[config.mk]
export PLATFORM = sky130hd
export DESIGN_NAME = fp_mul_seq_flat
export DESIGN_NICKNAME = d
export VERILOG_FILES = /design/src/rtl/fp_mul_seq_if.sv /design/src/rtl/fp_mul_seq.sv /design/src/flat_wrapper.sv
export SDC_FILE = /design/constraint.sdc
export NUM_CORES = 1
export LEC_CHECK = 0
export ABC_AREA = 1
export BUFFER_PORTS_ARGS = -buffer_cell sky130_fd_sc_hd__buf_4
export CAP_MARGIN = 20
export CORE_ASPECT_RATIO = 1.5
export CORE_UTILIZATION = 30
export CTS_CLUSTER_SIZE = 20
export DETAILED_ROUTE_END_ITERATION = 10
export GPL_ROUTABILITY_DRIVEN = 0
export GPL_TIMING_DRIVEN = 0
export HOLD_SLACK_MARGIN = 0.1
export PLACE_DENSITY = 0.43
export SLEW_MARGIN = 10
export SYNTH_ARGS = -nofsm -noshare
export SYNTH_HDL_FRONTEND = slang
export SYNTH_SLANG_ARGS = --single-unit
[constraint.sdc]
create_clock -name clk -period 12.63 [get_ports clk]
set_clock_uncertainty 0.15 [all_clocks]
set_input_delay 1.8945 -clock clk [delete_from_list [all_inputs] [get_ports clk]]
set_output_delay 1.8945 -clock clk [all_outputs]
set_load 0.005 [all_outputs]
[src/rtl/fp_mul_seq_if.sv]
// fp_mul_seq_if: operand/result handshake bundle for the iterative binary32 multiplier.
//   master : operand issuer / result consumer side (drives in_valid, a, b, out_ready)
//   slave  : multiplier side (drives in_ready, out_valid, result, flag_*)
// Signals:
//   in_valid/in_ready   operand handshake, a/b are binary32 operands
//   out_valid/out_ready result handshake, result is the binary32 product
//   flag_invalid        NaN operand or inf*0
//   flag_overflow       product saturated to infinity
//   flag_underflow      product flushed to zero
interface fp_mul_seq_if #(
  parameter int unsigned XLEN = 32
);
  logic            in_valid;
  logic            in_ready;
  logic [XLEN-1:0] a;
  logic [XLEN-1:0] b;
  logic            out_valid;
  logic            out_ready;
  logic [XLEN-1:0] result;
  logic            flag_invalid;
  logic            flag_overflow;
  logic            flag_underflow;

  modport master (
    output in_valid, a, b, out_ready,
    input  in_ready, out_valid, result, flag_invalid, flag_overflow, flag_underflow
  );

  modport slave (
    input  in_valid, a, b, out_ready,
    output in_ready, out_valid, result, flag_invalid, flag_overflow, flag_underflow
  );
endinterface

[src/rtl/fp_mul_seq.sv]
// fp_mul_seq: iterative IEEE-754 binary32 multiplier, one shift-add mantissa step per clock.
// Ports:
//   clk  rising-edge clock
//   rst  asynchronous active-high reset
//   bus  fp_mul_seq_if.slave (operand handshake in, result + flags handshake out)
// Build option:
//   FP_MUL_RNE_EN defined   -> round to nearest even (guard/sticky/lsb)
//   FP_MUL_RNE_EN undefined -> truncation (round toward zero)
// Subnormal operands are treated as signed zero; subnormal results flush to zero.
module fp_mul_seq #(
  parameter int unsigned XLEN     = 32,
  parameter int unsigned MUL_BITS = 24
) (
  input logic          clk,
  input logic          rst,
  fp_mul_seq_if.slave  bus
);

  localparam int unsigned AccW = 2 * MUL_BITS;
  localparam logic [4:0]  LastCnt = 5'(MUL_BITS - 1);

  typedef enum logic [2:0] {StIdle, StSpecial, StMul, StNorm, StDone} state_e;

  state_e            state_q, state_d;
  logic [XLEN-1:0]   a_q, a_d;
  logic [XLEN-1:0]   b_q, b_d;
  logic              sign_q, sign_d;
  logic signed [9:0] exp_q, exp_d;
  logic [AccW-1:0]   acc_q, acc_d;
  logic [4:0]        cnt_q, cnt_d;
  logic [XLEN-1:0]   result_q, result_d;
  logic              out_valid_q, out_valid_d;
  logic              inv_q, inv_d;
  logic              ovf_q, ovf_d;
  logic              unf_q, unf_d;

  function automatic logic is_nan(input logic [31:0] x);
    return (x[30:23] == 8'hFF) && (x[22:0] != 23'd0);
  endfunction

  function automatic logic is_inf(input logic [31:0] x);
    return (x[30:23] == 8'hFF) && (x[22:0] == 23'd0);
  endfunction

  // Exponent zero covers both true zero and subnormals (flushed).
  function automatic logic is_zero(input logic [31:0] x);
    return x[30:23] == 8'h00;
  endfunction

  function automatic logic is_special(input logic [31:0] x);
    return (x[30:23] == 8'hFF) || (x[30:23] == 8'h00);
  endfunction

  logic [MUL_BITS-1:0] mant_a, mant_b;
  logic [AccW-1:0]     addend;

  assign mant_a = {1'b1, a_q[22:0]};
  assign mant_b = {1'b1, b_q[22:0]};
  assign addend = {{MUL_BITS{1'b0}}, mant_a} << cnt_q;

  // Normalise and round the finished product.
  logic [22:0]       norm_frac;
  logic signed [9:0] norm_exp;
  logic              norm_ovf;
  logic              norm_unf;
`ifdef FP_MUL_RNE_EN
  logic        norm_guard;
  logic        norm_sticky;
  logic        round_up;
  logic [23:0] frac_rnd;
`endif

  always_comb begin
    norm_frac = 23'd0;
    norm_exp  = exp_q;
`ifdef FP_MUL_RNE_EN
    norm_guard  = 1'b0;
    norm_sticky = 1'b0;
    round_up    = 1'b0;
    frac_rnd    = 24'd0;
`endif
    // Product of two [1,2) mantissas lies in [1,4): bit 47 set means [2,4).
    if (acc_q[47]) begin
      norm_frac = acc_q[46:24];
      norm_exp  = exp_q + 10'sd1;
`ifdef FP_MUL_RNE_EN
      norm_guard  = acc_q[23];
      norm_sticky = |acc_q[22:0];
`endif
    end else begin
      norm_frac = acc_q[45:23];
`ifdef FP_MUL_RNE_EN
      norm_guard  = acc_q[22];
      norm_sticky = |acc_q[21:0];
`endif
    end
`ifdef FP_MUL_RNE_EN
    round_up = norm_guard & (norm_sticky | norm_frac[0]);
    frac_rnd = {1'b0, norm_frac} + {23'd0, round_up};
    // Carry-out means mantissa rolled over to 2.0; fraction bits are already zero.
    if (frac_rnd[23]) begin
      norm_exp = norm_exp + 10'sd1;
    end
    norm_frac = frac_rnd[22:0];
`endif
    norm_ovf = norm_exp >= 10'sd255;
    norm_unf = norm_exp <= 10'sd0;
  end

  always_comb begin
    state_d     = state_q;
    a_d         = a_q;
    b_d         = b_q;
    sign_d      = sign_q;
    exp_d       = exp_q;
    acc_d       = acc_q;
    cnt_d       = cnt_q;
    result_d    = result_q;
    out_valid_d = out_valid_q;
    inv_d       = inv_q;
    ovf_d       = ovf_q;
    unf_d       = unf_q;

    unique case (state_q)
      StIdle: begin
        if (bus.in_valid && bus.in_ready) begin
          a_d    = bus.a;
          b_d    = bus.b;
          sign_d = bus.a[31] ^ bus.b[31];
          exp_d  = $signed({2'b00, bus.a[30:23]}) + $signed({2'b00, bus.b[30:23]}) - 10'sd127;
          acc_d  = '0;
          cnt_d  = 5'd0;
          state_d = (is_special(bus.a) || is_special(bus.b)) ? StSpecial : StMul;
        end
      end

      StSpecial: begin
        if (is_nan(a_q) || is_nan(b_q) || (is_inf(a_q) && is_zero(b_q)) ||
            (is_zero(a_q) && is_inf(b_q))) begin
          result_d = 32'h7FC0_0000;
          inv_d    = 1'b1;
        end else if (is_inf(a_q) || is_inf(b_q)) begin
          result_d = {sign_q, 8'hFF, 23'd0};
        end else begin
          result_d = {sign_q, 31'd0};
        end
        state_d = StDone;
      end

      StMul: begin
        if (mant_b[cnt_q]) begin
          acc_d = acc_q + addend;
        end
        cnt_d = cnt_q + 5'd1;
        if (cnt_q == LastCnt) begin
          state_d = StNorm;
        end
      end

      StNorm: begin
        if (norm_ovf) begin
          result_d = {sign_q, 8'hFF, 23'd0};
          ovf_d    = 1'b1;
        end else if (norm_unf) begin
          result_d = {sign_q, 31'd0};
          unf_d    = 1'b1;
        end else begin
          result_d = {sign_q, norm_exp[7:0], norm_frac};
        end
        out_valid_d = 1'b1;
        state_d     = StDone;
      end

      StDone: begin
        // Special results arrive here with out_valid low and present one edge later.
        if (!out_valid_q) begin
          out_valid_d = 1'b1;
        end else if (bus.out_ready) begin
          out_valid_d = 1'b0;
          inv_d       = 1'b0;
          ovf_d       = 1'b0;
          unf_d       = 1'b0;
          state_d     = StIdle;
        end
      end

      default: state_d = StIdle;
    endcase
  end

  always_ff @(posedge clk or posedge rst) begin
    if (rst) begin
      state_q     <= StIdle;
      a_q         <= '0;
      b_q         <= '0;
      sign_q      <= 1'b0;
      exp_q       <= '0;
      acc_q       <= '0;
      cnt_q       <= '0;
      result_q    <= '0;
      out_valid_q <= 1'b0;
      inv_q       <= 1'b0;
      ovf_q       <= 1'b0;
      unf_q       <= 1'b0;
    end else begin
      state_q     <= state_d;
      a_q         <= a_d;
      b_q         <= b_d;
      sign_q      <= sign_d;
      exp_q       <= exp_d;
      acc_q       <= acc_d;
      cnt_q       <= cnt_d;
      result_q    <= result_d;
      out_valid_q <= out_valid_d;
      inv_q       <= inv_d;
      ovf_q       <= ovf_d;
      unf_q       <= unf_d;
    end
  end

  assign bus.in_ready       = (state_q == StIdle) && !rst;
  assign bus.out_valid      = out_valid_q;
  assign bus.result         = result_q;
  assign bus.flag_invalid   = inv_q;
  assign bus.flag_overflow  = ovf_q;
  assign bus.flag_underflow = unf_q;

endmodule

[src/flat_wrapper.sv]
// flat-port wrapper written by rule: the top's interface ports become plain ports
module fp_mul_seq_flat 
#(
  parameter int unsigned XLEN     = 32,
  parameter int unsigned MUL_BITS = 24
)
  (clk, rst, bus_in_valid, bus_a, bus_b, bus_out_ready, bus_in_ready, bus_out_valid, bus_result, bus_flag_invalid, bus_flag_overflow, bus_flag_underflow);
  fp_mul_seq_if #(.XLEN(XLEN)) bus_i ();
  input logic clk;
  input logic rst;
  input wire logic [$bits(bus_i.in_valid)-1:0] bus_in_valid;
  input wire logic [$bits(bus_i.a)-1:0] bus_a;
  input wire logic [$bits(bus_i.b)-1:0] bus_b;
  input wire logic [$bits(bus_i.out_ready)-1:0] bus_out_ready;
  output wire logic [$bits(bus_i.in_ready)-1:0] bus_in_ready;
  output wire logic [$bits(bus_i.out_valid)-1:0] bus_out_valid;
  output wire logic [$bits(bus_i.result)-1:0] bus_result;
  output wire logic [$bits(bus_i.flag_invalid)-1:0] bus_flag_invalid;
  output wire logic [$bits(bus_i.flag_overflow)-1:0] bus_flag_overflow;
  output wire logic [$bits(bus_i.flag_underflow)-1:0] bus_flag_underflow;
  assign bus_i.in_valid = bus_in_valid;
  assign bus_i.a = bus_a;
  assign bus_i.b = bus_b;
  assign bus_i.out_ready = bus_out_ready;
  assign bus_in_ready = bus_i.in_ready;
  assign bus_out_valid = bus_i.out_valid;
  assign bus_result = bus_i.result;
  assign bus_flag_invalid = bus_i.flag_invalid;
  assign bus_flag_overflow = bus_i.flag_overflow;
  assign bus_flag_underflow = bus_i.flag_underflow;
  fp_mul_seq #(.XLEN(XLEN), .MUL_BITS(MUL_BITS)) u_core (.clk(clk), .rst(rst), .bus(bus_i));
endmodule
==> flow_summary_export.csv <==
group,metric,value,unit
status,outcome,"finished clean",
logic_synthesis,synth_commonest_cells,"nand2_1 (777), inv_1 (224), o21ai_0 (201), nor2_1 (196), dfrtp_1 (165)",
detailed_routing,wirelength,51600,um
worst_hold_path,min_to,"u_core.bus.result[31]",
layout,drive_above_1_share,8.439,%
floorplan,die_area,44280,sq um
critical_path,cp-end-kind,"register",
critical_path,r2r_start,"u_core.cnt_q[2]",
logic_synthesis,syn_inst,2067,
logic_synthesis,synth_flop_cell,"dfrtp_1",
sta,fmax,198.9,MHz
critical_path,criticalPathCategory,"register to register",
critical_path,r2r-end,"u_core.acc_q[36]",
sta,hold_ws,0.3330,ns
floorplan,core-area,42940,sq um
clock_tree,ctsRootBufferMaster,"clkbuf_16",
logic_synthesis,synth_cell_type_count,46,
sta,post-route-period-util,39.82,%
logic_synthesis,synth_edf_count,0,
sta,tightest_slew,0.9255,ns
floorplan,num_rows,93,
power,p_leak,7.931,nW
detailed_routing,first_iter_violations,662,
clock_tree,cts_tree,"built",
logic_synthesis,ys_seq_elements,165,
power,cellPowerDensity,311.7,nW/um^2
sta,relSlewSlack,38.17,%
logic_synthesis,avgSynthCellArea,6.302,sq um
floorplan,io_pins,105,
clock_tree,clock_latency,0.45,ns
layout,areaGrowthSynthToFinish,16.32,%
floorplan,initial_utilization,30.34,%
detailed_routing,route.detailed.drc,0,
critical_path,arrival,5.22,ns
logic_synthesis,yosysMostFrequentCell,"nand2_1",
global_routing,gr-usage-all-layers,24.21,%
detailed_routing,ant_nets,0,
layout,antenna_cells,0,
logic_synthesis,synth_area,13030,sq um
flow_run,max-cap-violations,0,
clock_tree,postCtsSetupBuffers,0,
critical_path,r2r_slack,7.60,ns
clock_tree,cts.sinks,165,
global_routing,grt_pass1_wl,79730,um
sta,period_needed,5.029,ns
logic_synthesis,yosys_warnings,0,
worst_hold_path,min-delay-start,"u_core.sign_q",
layout,final_nets,2320,
floorplan,die_x,172.1,um
power,irDropWorstVdd,0.1264,mV
clock_tree,cts_buffer_depth,2,
clock_tree,hold_buffers,0,
critical_path,cp.required,12.82,ns
logic_synthesis,synth.area.top_cells,"dfrtp_1 (32%), nand2_1 (22%), o21ai_0 (7.7%)",
logic_synthesis,yosysTopAreaCellShare,31.70,%
global_routing,grt_start_max_net_pins,93,
sta,maxSlewViolCount,0,
sta,setup-tns-final,0,ns
logic_synthesis,synth_nets,2196,
clock_tree,cts_resized,0,
sta,hold_viol,0,
detailed_routing,wl_per_cell,18.60,um
critical_path,r2r_cells,17,
clock_tree,clkTransAtPathRegs,0.07,ns
place,dp_hpwl,42890,um
critical_path,start_kind,"register",
logic_synthesis,async_flop_share,100.0,%
logic_synthesis,synth_area_leader_cell,"dfrtp_1",
global_routing,grt_pass1_vias,13880,
detailed_routing,dr.pass1.iters,5,
power,power.total,4.723,mW
detailed_routing,dr_total_vias,13660,
floorplan,dieHeight,257.2,um
clock_tree,htreeDepth,4,
critical_path,cp_max_fo,10,
logic_synthesis,seq_area_frac_synth,31.70,%
global_routing,grt-ovfl-total,0,
clock_tree,cts_made_buffers,17,
global_routing,antenna_found_initial,0,
sta,rsz0062_at_grt,"false",
detailed_routing,vias_per_cell,4.923,
worst_hold_path,hp-class,"register to register",
sta,setup_viol,0,
place,io_buffers,104,
worst_hold_path,hold_depth,2,
[sequential cells by signal, indices dropped and copies added, names as in the netlist]
signal and flops:
u_core.sign_q 1, u_core.bus.flag_overflow 1, u_core.state_q 3, u_core.bus.flag_underflow 1
u_core.cnt_q 5, u_core.exp_q 10, u_core.bus.result 32, u_core.bus.flag_invalid 1
u_core.b_q 31, u_core.bus.out_valid 1, u_core.acc_q 48, u_core.a_q 31
[worst max-delay path, cell delays in order (launching register included)]
cell	delay [ns]
dfrtp_1	0.46
inv_1	0.30
buf_1	0.39
clkbuf_1	0.44
a31oi_1	0.20
nand2_1	0.10
nand2_1	0.07
o21ai_0	0.63
ha_1	0.38
nand2_1	0.17
nor2_1	0.22
nand2_1	0.12
nor3_1	0.49
nand4_1	0.41
nand3_1	0.19
nand2_1	0.06
nand3_1	0.09
nand2_1	0.06
[report_power, final]
part | total (mW) | internal, mW | switching, mW
clock | 0.568 | 0.306 | 0.262
sequential | 0.936 | 0.747 | 0.188
combinational | 3.22 | 1.00 | 2.21
[cell usage in the layout, fill, tap and decap left out, drive strengths merged]
cell      instances
nor4              5
mux2i            17
o21ai           209
buf             138
xor2             20
o22ai            12
fa                2
nor3b             1
nor3             17
nand4            44
dfrtp           165
or2               5
nand2           780
nor2            200
o211ai            4
a21o              1
a21boi            2
a21oi            96
xnor2            13
ha               59
inv             232
clkbuf           54
clkinv            5
nand3            99
a31oi             6
o21a              1
bufinv            2
o311ai            1
and2              3
o41ai             1
o31ai             1
nand3b            4
o21bai            3
clkinvlp          2
[cells by family after synthesis]
logic type / count (synthesis) / synth area share, %
and+or+nand+nor: 1158 / 36.06
AOI/OAI and AO/OA: 337 / 13.58
buffers and inverters: 296 / 9.163
DFF: 165 / 31.70
adders and majority gates: 61 / 5.974
xor gates and xnor gates: 33 / 2.219
muxes: 17 / 1.306
[stage by stage]
step           setup slack (ns)  std cells  utilization [%]  instance area (sq um)
2_1_floorplan             6.124       2067                -                  13030
3_3_place_gp              3.646       2741            33.82                  14520
3_5_place_dp              7.606       2742            33.90                  14560
4_1_cts                   7.602       2774            35.29                  15150
5_1_grt                   7.356       2774            35.29                  15150
6_report                  7.601       2774            35.29                  15150
[layout make-up]
cell class	instances	area [sq um]
repair buffers	105	808.3
clock inverters	12	140.1
fillers	4831	27790
clock buffers	20	456.7
inverters	229	867.1
multi-input cells	1606	7704
plain buffers	67	334.1
flip-flops and latches	165	4129
well taps	570	713.2
[worst max path at each step]
stage	startpoint	to	slack (ns)	depth (start not counted)
4_1_cts	u_core.cnt_q[2]	u_core.acc_q[36]	7.60	17
5_1_grt	u_core.cnt_q[2]	u_core.acc_q[36]	7.36	15
2_1_floorplan	rst	u_core.a_q[0]	6.12	1
3_3_place_gp	rst	u_core.acc_q[4]	3.65	2
6_report	u_core.cnt_q[2]	u_core.acc_q[36]	7.60	17
3_5_place_dp	u_core.cnt_q[2]	u_core.acc_q[36]	7.61	17
[per-layer routing]
layer	GRT usage (%)	wire (um)
met2	47.01	28250
met4	12.71	2691
met5	0	0
met3	2.799	1509
met1	24.54	19150
Power figures use the tool's default switching activity.
